`src/rtl/pipelined_rca.sv`:
```
// -----------------------------------------------------------------------------
// pipelined_rca
//   Pipelined ripple-carry adder. Each stage resolves STAGE_BITS bits of the
//   sum through a chain of full_adder cells. The slice carry-out is registered
//   into the next stage. Sustains one addition per cycle. Latency is
//   WIDTH/STAGE_BITS cycles.
//
//   Parameters
//     WIDTH       operand / sum width (>= 2)
//     STAGE_BITS  bits per stage; WIDTH must be a multiple of it
//
//   Ports
//     clk        in   rising-edge clock
//     rst_n      in   synchronous active-low reset (clears every stage)
//     in_valid   in   operand beat present
//     in_ready   out  beat accepted this cycle (combinational from output side)
//     a, b       in   WIDTH-bit operands
//     cin        in   carry-in
//     out_valid  out  result beat present
//     out_ready  in   downstream consumes the result
//     sum        out  (a + b + cin) mod 2^WIDTH
//     cout       out  carry out of bit WIDTH-1
//     ovf        out  signed overflow (carry into MSB ^ carry out of MSB)
// -----------------------------------------------------------------------------

// One-bit full adder cell used for every bit slice of the pipeline.
module full_adder (
    input  logic i_a,
    input  logic i_b,
    input  logic i_ci,
    output logic o_s,
    output logic o_co
);
    assign o_s  = i_a ^ i_b ^ i_ci;
    assign o_co = (i_a & i_b) | (i_ci & (i_a ^ i_b));
endmodule

module pipelined_rca #(
    parameter int WIDTH      = 8,
    parameter int STAGE_BITS = 2
) (
    input  logic             clk,
    input  logic             rst_n,
    input  logic             in_valid,
    output logic             in_ready,
    input  logic [WIDTH-1:0] a,
    input  logic [WIDTH-1:0] b,
    input  logic             cin,
    output logic             out_valid,
    input  logic             out_ready,
    output logic [WIDTH-1:0] sum,
    output logic             cout,
    output logic             ovf
);
    localparam int SB     = STAGE_BITS;
    localparam int STAGES = WIDTH / STAGE_BITS;

    // The whole pipeline moves as one: it advances whenever the output slot is
    // empty or being consumed, otherwise every stage freezes.
    logic w_adv;
    assign w_adv    = !out_valid || out_ready;
    assign in_ready = w_adv;

    for (genvar s = 0; s < STAGES; s++) begin : g_st
        // Operand bits still to be added when entering stage s. Forwarded
        // operands are stored already shifted down, so the slice for this
        // stage always sits at [SB-1:0].
        localparam int REM = WIDTH - s * SB;

        logic [REM-1:0]        w_src_a;
        logic [REM-1:0]        w_src_b;
        logic                  w_src_vld;
        logic [SB:0]           w_c;
        logic [SB-1:0]         w_s;
        logic [(s+1)*SB-1:0]   w_sum_nxt;

        logic                  r_vld;
        logic                  r_c;
        logic [(s+1)*SB-1:0]   r_sum;

        if (s == 0) begin : g_head
            assign w_src_a   = a;
            assign w_src_b   = b;
            assign w_src_vld = in_valid;
            assign w_c[0]    = cin;
            assign w_sum_nxt = w_s;
        end else begin : g_body
            assign w_src_a   = g_st[s-1].g_fwd.r_a;
            assign w_src_b   = g_st[s-1].g_fwd.r_b;
            assign w_src_vld = g_st[s-1].r_vld;
            assign w_c[0]    = g_st[s-1].r_c;
            // New slice lands directly above the bits resolved so far.
            assign w_sum_nxt = {w_s, g_st[s-1].r_sum};
        end

        for (genvar i = 0; i < SB; i++) begin : g_fa
            full_adder u_fa (
                .i_a  (w_src_a[i]),
                .i_b  (w_src_b[i]),
                .i_ci (w_c[i]),
                .o_s  (w_s[i]),
                .o_co (w_c[i+1])
            );
        end

        // Stage valid, carry and accumulated sum; data only loads on a valid
        // beat so bubbles leave the previous result in place.
        always_ff @(posedge clk) begin
            if (!rst_n) begin
                r_vld <= 1'b0;
                r_c   <= 1'b0;
                r_sum <= {((s+1)*SB){1'b0}};
            end else if (w_adv) begin
                r_vld <= w_src_vld;
                if (w_src_vld) begin
                    r_c   <= w_c[SB];
                    r_sum <= w_sum_nxt;
                end
            end
        end

        if (s < STAGES - 1) begin : g_fwd
            logic [REM-SB-1:0] r_a;
            logic [REM-SB-1:0] r_b;

            // Forward the not-yet-added operand bits, shifted to the bottom.
            always_ff @(posedge clk) begin
                if (!rst_n) begin
                    r_a <= {(REM-SB){1'b0}};
                    r_b <= {(REM-SB){1'b0}};
                end else if (w_adv && w_src_vld) begin
                    r_a <= w_src_a[REM-1:SB];
                    r_b <= w_src_b[REM-1:SB];
                end
            end
        end else begin : g_last
            logic r_ovf;

            // Signed overflow: carry into the top full adder XOR its carry-out.
            always_ff @(posedge clk) begin
                if (!rst_n) begin
                    r_ovf <= 1'b0;
                end else if (w_adv && w_src_vld) begin
                    r_ovf <= w_c[SB] ^ w_c[SB-1];
                end
            end
        end
    end

    assign out_valid = g_st[STAGES-1].r_vld;
    assign sum       = g_st[STAGES-1].r_sum;
    assign cout      = g_st[STAGES-1].r_c;
    assign ovf       = g_st[STAGES-1].g_last.r_ovf;

endmodule

```
`config.mk`:
```
export PLATFORM = sky130hd
export DESIGN_NAME = pipelined_rca
export DESIGN_NICKNAME = d
export VERILOG_FILES = /design/src/rtl/pipelined_rca.sv
export SDC_FILE = /design/constraint.sdc
export NUM_CORES = 1
export LEC_CHECK = 0
export CAP_MARGIN = 10
export CORE_ASPECT_RATIO = 2
export CORE_MARGIN = 5
export CORE_UTILIZATION = 60
export DETAILED_ROUTE_END_ITERATION = 10
export DONT_BUFFER_PORTS = 1
export PLACE_DENSITY = 0.85
export SYNTH_ARGS = -nofsm -noshare
export SYNTH_HDL_FRONTEND = slang
export SYNTH_SLANG_ARGS = --single-unit
```
`constraint.sdc`:
```
create_clock -name clk -period 2.2 [get_ports clk]
set_clock_uncertainty 0.15 [all_clocks]
set_input_delay 0.11 -clock clk [delete_from_list [all_inputs] [get_ports clk]]
set_output_delay 0.11 -clock clk [all_outputs]
set_load 0.05 [all_outputs]
```
==> metrics.csv, run 1 <==
stage,metric,value,unit
clock_network,cts_setup_buffers,0,
logic_synthesis,syn_area,0.00224,sq mm
critical_path,worstPathMaxFanout,27,
detailed_routing,wirelength,4150,microns
floorplan,die_h,96.5,microns
global_routing,antenna_found_initial,0,
detailed_routing,vias,1627,
logic_synthesis,syn_nets,264,
floorplan,ioPinCount,33,
layout,n_antenna_cell,0,
logic_synthesis,yosysSeqAreaShare,0.473,
sta,tns,0,ns
logic_synthesis,synth_area_leaders,"dfxtp_1 47%, mux2i_1 8.0%, fa_1 7.1%",
place,portBuffers,0,
detailed_routing,wl_met3,141,microns
layout,nNetsFinal,269,
detailed_routing,wl_met1,1560,microns
critical_path,crit_type,input port to flip-flop,
logic_synthesis,avgSynthCellArea,9.55,sq um
pwr,p_total,0.00171,W
floorplan,die_w,53.2,microns
clock_network,clk_pin_slew,0.09,ns
sta,setup-violations-final,0,
layout,drive_gt1_frac,0.0664,
clock_network,cts_tree,built,
detailed_routing,dr.max_layer_used,met4,
critical_path,r2r-end,g_st[0].r_c,
detailed_routing,drc,0,
clock_network,cts_resized,0,
logic_synthesis,ys_warn_count,0,
sta,hold_violations,0,
clock_network,htreeDepth,2,
critical_path,cpPeakStageDelay,0.57,ns
sta,grt_setup_unrepaired,false,
critical_path,ff2ff_path_depth,5,
detailed_routing,wl_met2,2360,microns
clock_network,cts_root_buf,clkbuf_8,
outcome,status,completed,
layout,areaGrowthSynthToFinish,10.0,%
critical_path,ff2ff_setup_slack,0.15,ns
critical_path,worst_ep_required_time,2.25,ns
run,max-cap-violations,0,
floorplan,coreArea,0.00361,sq mm
floorplan,row_count,31,
sta,slew_viol_final,0,
clock_network,clock_sinks,53,
critical_path,cp_slowest_cell,dlygate4sd3_1,
global_routing,grt_pass1_vias,1653,
detailed_routing,antenna_left,0,
global_routing,grt_usage,0.193,
clock_network,cts_made_buffers,5,
logic_synthesis,synth_seq_cells,53,
critical_path,worstSetupEndpointType,flip-flop,
logic_synthesis,yosysTopAreaCell,dfxtp_1,
global_routing,grt_max_degree,72,
global_routing,grt_pass1_wl,7340,microns
critical_path,cpMostUsedCell,dlygate4sd3_1,
pwr,leakagePower,1.05,nW
place,post_dp_cell_area,0.00220,sq mm
sta,worst_slew_pin_slew,0.564,ns
critical_path,path_cells,dlygate4sd3_1 -> nor2b_4 -> inv_2 -> and2_4 -> o211a_1 -> dlygate4sd3_1,
worst_hold_path,hold_path_class,input port to flip-flop,
place,dp.cells,266,
layout,post-route-cell-area,0.00247,sq mm
logic_synthesis,ys_types,24,
detailed_routing,dr.pass1.iters,4,
detailed_routing,via_per_inst,5.61,
sta,final.min_clock_period,2.09,ns
place,place_congestion,0.787,
critical_path,startpoint,out_ready,
detailed_routing,routedWlPerCell,14.3,microns
critical_path,timing.rr.start,out_valid,
logic_synthesis,synthCells,235,
critical_path,worstSetupEndpoint,g_st[0].r_c,
detailed_routing,drtIter0Drc,31,
floorplan,start_util,0.622,
pwr,powerDensity,693,mW/mm^2
clock_network,cts_buffer_depth,2,
critical_path,startpoint_type,input port,
layout,num-fill-cells,275,
layout,final_cells,290,
sta,fin_crit_sh,0.949,
floorplan,die-area,0.00514,sq mm
sta,slew_headroom,0.623,
global_routing,overflow,0,
clock_network,clk_latency,0.30,ns
critical_path,arrival,2.14,ns
sta,achievable-frequency,0.479,GHz
clock_network,holdBufCountCts,16,
logic_synthesis,synth_top_area_share,0.473,
pwr,irDropWorstVdd,0.539,mV
place,dpl.hpwl,2780,microns
-- cell usage after synthesis, drive strengths merged --
master   n
a21boi   3
and2     4
buf     11
clkbuf   9
dfxtp   53
fa       8
inv     21
mux2i   18
nand2   43
nand3   13
nand4   18
nor2b    1
o211a   13
o21a     1
o21ai   18
xnor2    1
-- power breakdown --
group / total, W / switching, W / internal [W]
clock network: 0.000533 / 0.000308 / 0.000224
logic: 0.000153 / 0.0000826 / 0.0000701
registers: 0.00103 / 0.0000298 / 0.000996
total: 0.00171 / 0.000421 / 0.00129
-- worst min-delay path by stage --
stage	start	cells past startpoint	to
after floorplan	a[7]	2	g_st[0].g_fwd.r_a[5]
after global placement	rst_n	1	out_valid
after detailed placement	rst_n	1	out_valid
after CTS	rst_n	2	g_st[2].r_sum[5]
after global routing	rst_n	2	g_st[0].r_sum[1]
final	rst_n	2	ovf
-- placed cells by master (no fill, tap or decap), types with 8 or more instances in the layout --
cell	n
nand4_1	18
fa_1	8
inv_1	20
nand3_1	13
o21ai_0	13
o211a_1	13
dlygate4sd3_1	15
mux2i_1	18
dfxtp_1	53
nand2_1	42
-- registers in the layout, indices dropped and copies added (netlist names) --
signal,flops
ovf,1
cout,1
g_st.r_vld,3
g_st.r_sum,12
g_st.g_fwd.r_a,12
sum,8
out_valid,1
g_st.g_fwd.r_b,12
g_st.r_c,3
-- stage by stage --
stage               utilization  hold slack (ns)  setup slack, ns
finish                    0.684           0.0183            0.112
floorplan                     -            0.103            0.301
global placement          0.611           0.0880            0.265
CTS                       0.684           0.0156            0.142
global route              0.684           0.0364           0.0614
detailed placement        0.611            0.102            0.214
-- per-layer routing --
metal  up-vias  GRT usage
li1        803          -
met1       783      0.206
met2        32      0.355
met3         9     0.0323
met4         0     0.0896
met5         -          0
-- final cells by class --
class	count	area, sq um	share of cell area
Inverter	21	78.8	0.0319
Clock buffer	6	72.6	0.0294
Clock inverter	2	15.0	0.00608
Timing Repair Buffer	18	193	0.0781
Sequential cell	53	1060	0.430
Tap cell	49	61.3	0.0248
Multi-Input combinational cell	141	987	0.400
-- critical path: cells and delay by family --
kind,cells,cell delay (ns)
compound gates,1,0.21
simple gates,2,0.48
buf+inv,3,1.33
-- kinds of logic after synthesis --
| logic type | count (synthesis) | synth area share |
|---|---|---|
| AO/OA/AOI/OAI | 35 | 0.112 |
| XOR/XNOR | 1 | 0.00390 |
| adder cells (fa/ha/maj) | 8 | 0.0714 |
| buffers and inverters | 41 | 0.0870 |
| flip-flops | 53 | 0.473 |
| multiplexers | 18 | 0.0803 |
| AND/OR/NAND/NOR | 79 | 0.173 |
No activity file was read; power rests on OpenSTA's default activity.
==> run 2, diff against run 1 <==
--- a/config.mk
+++ b/config.mk
@@ -5,6 +5,7 @@
 export SDC_FILE = /design/constraint.sdc
 export NUM_CORES = 1
 export LEC_CHECK = 0
+export ABC_AREA = 1
 export CAP_MARGIN = 10
 export CORE_ASPECT_RATIO = 2
 export CORE_MARGIN = 5
==> run 2 against run 1 <==
  * Non-clock buffer count is 4 higher
  * Die area rose by 9.2%
  * Synthesized area rose by 11%
  * Global-route usage down 2.1 points
  * Synthesized cell count is 38% higher
  * Wire length up 6.5%
  * Sequential share of layout area down 4.6 points
  * Combinational power rose by 58%
  * Maximum frequency is 7.4% higher
  * Design area rose by 12%
  * Sequential power grew 4%
  * Critical endpoint is now ovf
  * Highest routed layer unchanged
==> metrics.csv, run 2 <==
stage,metric,value,unit,change
pwr,p_int,0.00158,W,+23%
layout,areaGrowthSynthToFinish,11.1,%,
logic_synthesis,synthSimpleGateAreaFrac,0.302,,+0.129
outcome,status,completed,,
pwr,irDropWorstVdd,0.641,mV,+19%
sta,slew_headroom,0.311,,-0.311
global_routing,grt_max_degree,52,,-28%
logic_synthesis,syn_nets,353,,+34%
logic_synthesis,muxShareOfSynthArea,0,,-0.0803
sta,worst_slew_pin_slew,1.03,ns,+0.469 ns
pwr,power.net_switching,0.000492,W,+17%
critical_path,arrival,2.00,ns,-0.14 ns
critical_path,worst-path-buf-inv,1,,-2
floorplan,row_count,33,,+6.5%
place,place_congestion,0.715,,-9.1%
layout,final_cell_mix,"58 x nand2_1, 53 x dfxtp_1, 52 x a21oi_1, 52 x nor2_1, 36 x nand3b_1",,
critical_path,cp_slowest_cell,fa_1,,
detailed_routing,via_per_inst,5.23,,-6.7%
sta,grt_setup_unrepaired,false,,
sta,slew_viol_final,0,,unchanged
floorplan,start_util,0.614,,-0.00782
sta,tns,0,ns,unchanged
detailed_routing,drc,0,,unchanged
critical_path,path_cells,inv_1 -> fa_1 -> fa_1 -> nor2_1 -> nor2_1 -> nor2_1 -> nor2_1,,
logic_synthesis,yosysTopAreaCell,dfxtp_1,,
clock_network,htreeDepth,2,,unchanged
layout,layout_commonest_cell,nand2_1,,
clock_network,cts_buffer_depth,2,,unchanged
detailed_routing,drtIter0Drc,47,,+52%
logic_synthesis,synth_top_family_by_area,simple AND/OR/NAND/NOR gates,,
pwr,pwr-share-seq,0.517,,-0.082
pwr,powerDensity,752,mW/mm^2,+8.5%
logic_synthesis,avgSynthCellArea,7.67,sq um,-20%
layout,nNetsFinal,355,,+32%
logic_synthesis,synthCells,324,,+38%
clock_network,cts_setup_buffers,0,,unchanged
logic_synthesis,ys.flop_type,dfxtp_1,,
logic_synthesis,synthAdderAreaFrac,0.0645,,-0.00694
critical_path,cpMostUsedCell,nor2_1,,
clock_network,clk_pin_slew,0.09,ns,about the same
floorplan,die_h,101,microns,+4.7%
floorplan,die-area,0.00561,sq mm,+9.2%
worst_hold_path,hold_path_class,input port to flip-flop,,
layout,n_antenna_cell,0,,unchanged
critical_path,cpPeakStageDelay,0.49,ns,-0.08 ns
pwr,pwr-share-clk,0.367,,+0.056
sta,hold_violations,0,,unchanged
global_routing,grt_usage,0.172,,-0.0213
critical_path,worstSetupEndpointType,flip-flop,,
clock_network,cts_made_buffers,5,,unchanged
clock_network,clock_sinks,53,,unchanged
logic_synthesis,synth_area_leaders,"dfxtp_1 43%, nand3b_1 11%, a21oi_1 10%",,
layout,drive_gt1_frac,0.0489,,-0.0175
logic_synthesis,synth_compound_area_frac,0.105,,-0.00681
logic_synthesis,ys_types,15,,-38%
pwr,comb_power_share,0.116,,+0.027
sta,final.min_clock_period,1.94,ns,-0.145 ns
critical_path,startpoint_type,flip-flop,,
logic_synthesis,ys_warn_count,0,,unchanged
detailed_routing,wirelength,4430,microns,+6.5%
clock_network,cts_root_buf,clkbuf_8,,
pwr,p_sw_frac,0.237,,-0.00899
floorplan,ioPinCount,33,,unchanged
logic_synthesis,synth_top_area_share,0.427,,-0.0460
layout,biggestRegsByFlops,"g_st.g_fwd.r_a: 12 flops, g_st.g_fwd.r_b: 12 flops, g_st.r_sum: 12 flops",,
logic_synthesis,synth_common_cells,"58 x nand2_1, 53 x dfxtp_1, 52 x a21oi_1, 52 x nor2_1, 36 x nand3b_1",,
clock_network,cts_tree,built,,
detailed_routing,routedWlPerCell,11.7,microns,-18%
detailed_routing,antenna_left,0,,unchanged
clock_network,clk_latency,0.30,ns,about the same
global_routing,grt_pass1_vias,1908,,+15%
pwr,leakagePower,1.16,nW,+11%
logic_synthesis,syn_area,0.00248,sq mm,+11%
sta,setup_ws,0.257,ns,+0.145 ns
global_routing,antenna_found_initial,0,,unchanged
sta,fin_crit_sh,0.883,,-0.0657
global_routing,grt_pass1_wl,7930,microns,+8.0%
floorplan,die_w,55.5,microns,+4.3%
place,portBuffers,0,,unchanged
logic_synthesis,synth_most_common_cell,nand2_1,,
critical_path,worst_ep_required_time,2.25,ns,about the same
logic_synthesis,synth_seq_cells,53,,unchanged
critical_path,worstPathMaxFanout,3,,-89%
logic_synthesis,synth-xor-area-share,0,,-0.00390
place,dp_slack,0.288,ns,+0.0741 ns
floorplan,coreArea,0.00405,sq mm,+12%
critical_path,crit_type,flip-flop to flip-flop,,
place,dpl.hpwl,2750,microns,-1.1%
logic_synthesis,async_reset_ff_frac,0,,unchanged
run,max-cap-violations,0,,unchanged
sta,achievable-frequency,0.515,GHz,+7.4%
logic_synthesis,synth_edf_count,0,,unchanged
global_routing,overflow,0,,unchanged
critical_path,cpLargestDelayFamily,adder cells,,
detailed_routing,dr.pass1.iters,4,,unchanged
logic_synthesis,yosysSeqAreaShare,0.427,,-0.0460
sta,setup-violations-final,0,,unchanged
detailed_routing,vias,1983,,+22%
==> run 2: final timing paths <==
check                                 startpoint  cells after the start  slack (ns)                to
worst max register to register       g_st[2].r_c                      7        0.26               ovf
worst min-delay path                         cin                      5        0.06  g_st[0].r_sum[0]
worst min register to register  g_st[2].r_sum[0]                      2        0.33  g_st[2].r_sum[0]
worst max-delay path                 g_st[2].r_c                      7        0.26               ovf
==> run 2: tightest hold or removal path, delay by kind of cell <==
family,cells,cell delay [ns]
adder cells (fa/ha/maj),1,0.16
AND/OR/NAND/NOR,3,0.16
buffers and inverters,1,0.05
==> run 2: cell families (layout without fill, tap and decap cells) <==
group	count (synthesis)	in the layout
simple gates	159	159
fa+ha+maj	8	8
compound gates	52	52
flops	53	53
buf+inv	52	55
==> run 2: stage by stage <==
| step | util | cell area (sq um) | cells | total power [W] | hold slack, ns |
|---|---|---|---|---|---|
| finish | 0.682 | 2760 | 379 | 0.00208 | 0.0627 |
| floorplan | - | 2480 | 324 | 0.00128 | 0.148 |
| global route | 0.682 | 2760 | 379 | 0.00218 | 0.104 |
| global placement | 0.604 | 2440 | 354 | 0.00128 | 0.0860 |
| detailed placement | 0.604 | 2440 | 354 | 0.00129 | 0.0879 |
| CTS | 0.682 | 2760 | 379 | 0.00209 | 0.0673 |
==> run 2: area by class of cell <==
type                       instances  area, sq um
clock buffer                       5         68.8
clock inverter                     3         65.1
sequential                        53         1060
timing repair buffer              22          233
fill                             355         1280
multi-input combinational        219         1170
tap                               52         65.1
inverter                          25         93.8
==> run 2: layer usage <==
metal,vias to the layer above,share of wire,global-route usage
met3,5,0.035,0.0436
met4,0,0.015,0.0543
met1,921,0.38,0.167
li1,1031,-,-
met5,-,0,0
met2,26,0.57,0.344
==> run 2: power groups by stage <==
stage               Combinational [W]  Clock [W]  Sequential (W)
CTS                          0.000241   0.000776         0.00107
finish                       0.000241   0.000763         0.00107
global route                 0.000282   0.000820         0.00108
global placement             0.000187          0         0.00109
floorplan                    0.000193          0         0.00108
detailed placement           0.000196          0         0.00110
==> run 2: timing repair <==
item | 4_1_cts | 5_1_grt
resized for setup | 0 | 1
hold endpoints to repair | 53 | 0
hold buffers | 17 | 0
setup endpoints to repair | 0 | 3
==> run 3, diff against run 2 <==
--- a/config.mk
+++ b/config.mk
@@ -9,10 +9,11 @@
 export CAP_MARGIN = 10
 export CORE_ASPECT_RATIO = 2
 export CORE_MARGIN = 5
-export CORE_UTILIZATION = 60
+export CORE_UTILIZATION = 56
 export DETAILED_ROUTE_END_ITERATION = 10
 export DONT_BUFFER_PORTS = 1
-export PLACE_DENSITY = 0.85
+export PLACE_DENSITY = 0.83
 export SYNTH_ARGS = -nofsm -noshare
 export SYNTH_HDL_FRONTEND = slang
+export SYNTH_HIERARCHICAL = 1
 export SYNTH_SLANG_ARGS = --single-unit
==> constraint.sdc (replaced) <==
create_clock -name clk -period 1.6 [get_ports clk]
set_clock_uncertainty 0.15 [all_clocks]
set_input_delay 0.08 -clock clk [delete_from_list [all_inputs] [get_ports clk]]
set_output_delay 0.08 -clock clk [all_outputs]
set_load 0.05 [all_outputs]
==> run 3 against run 2 <==
  * The run now ends with hold timing, setup timing left
  * Design area fell by 3.1%
  * Sequential share of layout area rose by 1.5 points
  * Final cell count fell by 4.0%
  * Synthesized area fell by 1.6%
  * Critical path depth fell by 2
  * First-iteration DRC count fell by 19%
  * Sequential power rose by 35%
  * Die area rose by 4.7%
  * Combinational power rose by 38%
  * Critical path type unchanged
  * Largest cell class unchanged
==> metrics.csv, run 3 <==
stage,metric,value,unit,change
floorplan,die_w,56.7,microns,+2.2%
pwr,leakagePower,1.13,nW,-2.7%
logic_synthesis,ys.flop_type,dfxtp_1,,
layout,multiInputGateArea,0.00122,sq mm,+3.6%
critical_path,crit_type,flip-flop to flip-flop,,
logic_synthesis,synth_top_area_share,0.434,,+0.00677
pwr,p_total,0.00252,W,+21%
detailed_routing,drtIter0Drc,38,,-19%
global_routing,grt_usage,0.153,,-0.0192
critical_path,startpoint_type,flip-flop,,
layout,final_cell_mix,"60 x nand2_1, 52 x a21oi_1, 50 x nor2_1",,
global_routing,grt_pass1_vias,1679,,-12%
logic_synthesis,synth_most_common_cell,nand2_1,,
logic_synthesis,synth_area_leaders,"dfxtp_1 43%, nand3b_1 14%, a21oi_1 11%",,
sta,worst_slew_pin_slew,0.997,ns,-0.0358 ns
critical_path,worst-path-buf-inv,0,,-1
clock_network,cts_tree,built,,
clock_network,clk_latency,0.31,ns,about the same
detailed_routing,dr.pass1.iters,4,,unchanged
logic_synthesis,ys_warn_count,6,,+6
detailed_routing,via_per_inst,5.21,,-0.34%
place,place_congestion,0.725,,+1.3%
detailed_routing,antenna_left,0,,unchanged
logic_synthesis,ys_types,15,,unchanged
clock_network,clk_pin_slew,0.10,ns,about the same
critical_path,ff2ff_path_depth,5,,-2
pwr,powerDensity,942,mW/mm^2,+25%
clock_network,holdBufCountCts,4,,-13
layout,final_cells,364,,-4.0%
detailed_routing,vias,1898,,-4.3%
detailed_routing,drc,0,,unchanged
sta,hold_violations,49,,+49
detailed_routing,wirelength,4220,microns,-4.6%
run,max-cap-violations,0,,unchanged
layout,num-fill-cells,374,,+5.4%
logic_synthesis,synth_common_cells,"60 x nand2_1, 53 x dfxtp_1, 52 x a21oi_1, 50 x nor2_1, 47 x nand3b_1",,
layout,areaGrowthSynthToFinish,9.36,%,
logic_synthesis,synth_edf_count,0,,unchanged
critical_path,path_cells,fa_2 -> fa_2 -> nand3b_1 -> nand2_1 -> nor2_1,,
sta,fin_crit_sh,1.05,,+0.169
pwr,irDropWorstVdd,0.891,mV,+39%
sta,final.min_clock_period,1.68,ns,-0.259 ns
outcome,violations,"hold timing, setup timing",,
sta,slew_viol_final,0,,unchanged
outcome,status,"complete, but fails checks",,
clock_network,cts_root_buf,clkbuf_8,,
floorplan,die-area,0.00587,sq mm,+4.7%
logic_synthesis,async_reset_ff_frac,0,,unchanged
global_routing,grt_pass1_wl,7070,microns,-11%
sta,setup_ws,-0.0837,ns,-0.341 ns
floorplan,coreArea,0.00430,sq mm,+6.2%
worst_hold_path,min_to,g_st[1].r_c,,
global_routing,grt_max_degree,59,,+13%
critical_path,cpLargestDelayFamily,adder cells,,
clock_network,cts_buffer_depth,2,,unchanged
clock_network,clock_sinks,53,,unchanged
worst_hold_path,hold_path_class,input port to flip-flop,,
sta,tns,-0.221,ns,-0.221 ns
critical_path,cpPeakStageDelay,0.53,ns,+0.04 ns
place,dp.cells,351,,-0.85%
critical_path,worst_ep_required_time,1.70,ns,-0.55 ns
worst_hold_path,min_path_cells,2,,-3
layout,final-seq-area,0.00107,sq mm,+0.59%
critical_path,timing.rr.start,g_st[2].g_fwd.r_a[0],,
critical_path,worstPathMaxFanout,2,,-1
detailed_routing,routedWlPerCell,11.6,microns,-0.70%
place,portBuffers,0,,unchanged
worst_hold_path,hp-start,rst_n,,
floorplan,ioPinCount,33,,unchanged
logic_synthesis,syn_area,0.00245,sq mm,-1.6%
place,dpl.hpwl,2680,microns,-2.4%
critical_path,ff2ff_setup_slack,-0.08,ns,-0.34 ns
critical_path,worstSetupEndpointType,flip-flop,,
logic_synthesis,syn_nets,334,,-5.4%
critical_path,arrival,1.78,ns,-0.22 ns
layout,n_antenna_cell,0,,unchanged
floorplan,row_count,34,,+3.0%
critical_path,r2r-end,sum[7],,
clock_network,cts_made_buffers,5,,unchanged
global_routing,antenna_found_initial,0,,unchanged
layout,biggestRegsByFlops,"g_st.g_fwd.r_a: 12 flops, g_st.g_fwd.r_b: 12 flops, g_st.r_sum: 12 flops",,
logic_synthesis,yosysTopAreaCell,dfxtp_1,,
critical_path,cpMostUsedCell,fa_2,,
floorplan,start_util,0.569,,-0.0448
logic_synthesis,synthCells,305,,-5.9%
logic_synthesis,yosysSeqAreaShare,0.434,,+0.00677
logic_synthesis,avgSynthCellArea,8.02,sq um,+4.6%
layout,nNetsFinal,338,,-4.8%
sta,setup-violations-final,3,,+3
layout,drive_gt1_frac,0.135,,+0.0866
global_routing,overflow,0,,unchanged
critical_path,cp_slowest_cell,fa_2,,
sta,grt_setup_unrepaired,true,,
clock_network,htreeDepth,2,,unchanged
layout,layout_commonest_cell,nand2_1,,
floorplan,die_h,103,microns,+2.4%
sta,whs,-0.267,ns,-0.330 ns
logic_synthesis,synth_seq_cells,53,,unchanged
sta,slew_headroom,0.335,,+0.0238
sta,achievable-frequency,0.594,GHz,+15%
[run 3: cell types whose count changed in the layout (fill, tap and decap cells not counted), sizes merged]
cell / delta
clkinvlp: +3
nand3: -11
nand2: +2
dlygate4sd3: -12
buf: +14
nor2: -2
nand3b: +11
clkinv: -1
bufinv: -2
inv: -19
[run 3: worst max-delay path by stage]
stage | startpoint | to | cells after the start
2_1_floorplan | g_st[2].r_c | sum[7] | 5
3_3_place_gp | g_st[2].r_c | sum[7] | 5
3_5_place_dp | g_st[2].r_c | sum[7] | 5
4_1_cts | g_st[2].r_c | sum[7] | 5
5_1_grt | g_st[2].g_fwd.r_a[0] | sum[7] | 5
6_report | g_st[2].g_fwd.r_a[0] | sum[7] | 5
[run 3: per-stage QoR]
step           utilization  setup slack (ns)  cell area (sq um)
6_report             0.623           -0.0837               2680
5_1_grt              0.623            -0.155               2680
4_1_cts              0.618           -0.0804               2650
3_5_place_dp         0.586           -0.0623               2520
3_3_place_gp         0.586           -0.0274               2520
2_1_floorplan            -           -0.0209               2460
[run 3: repair_timing]
item,4_1_cts,5_1_grt
setup buffers,0,1
gates resized for setup,1,7
hold endpoints to repair,53,49
pin swaps,0,2
cloned,0,0
setup endpoints to repair,7,23
[run 3: where the power goes]
group          switching (W)  internal (W)  leakage (nW)
clock               0.000439      0.000307        0.0364
combinational       0.000174      0.000158         0.659
sequential         0.0000438       0.00140         0.438
[run 3: layout make-up]
| type | count | share of cell area |
|---|---|---|
| inverter | 6 | 0.00842 |
| clock buffer | 5 | 0.0257 |
| timing repair buffer | 24 | 0.0781 |
| tap | 54 | 0.0253 |
| sequential | 53 | 0.399 |
| multi-input combinational | 219 | 0.455 |
| clock inverter | 3 | 0.00842 |
[run 3: cells by family after synthesis]
group                      count (synthesis)  share of synthesized area
buffers and inverters                     33                     0.0767
AOI/OAI and AO/OA                         52                      0.106
adders and majority gates                  8                     0.0655
and+or+nand+nor                          159                      0.318
DFF                                       53                      0.434
[run 3: per-layer routing]
metal / track usage / share of wire
met3: 0.0335 / 0.042
met4: 0.0839 / 0.017
met2: 0.291 / 0.53
met1: 0.151 / 0.41
met5: 0 / 0
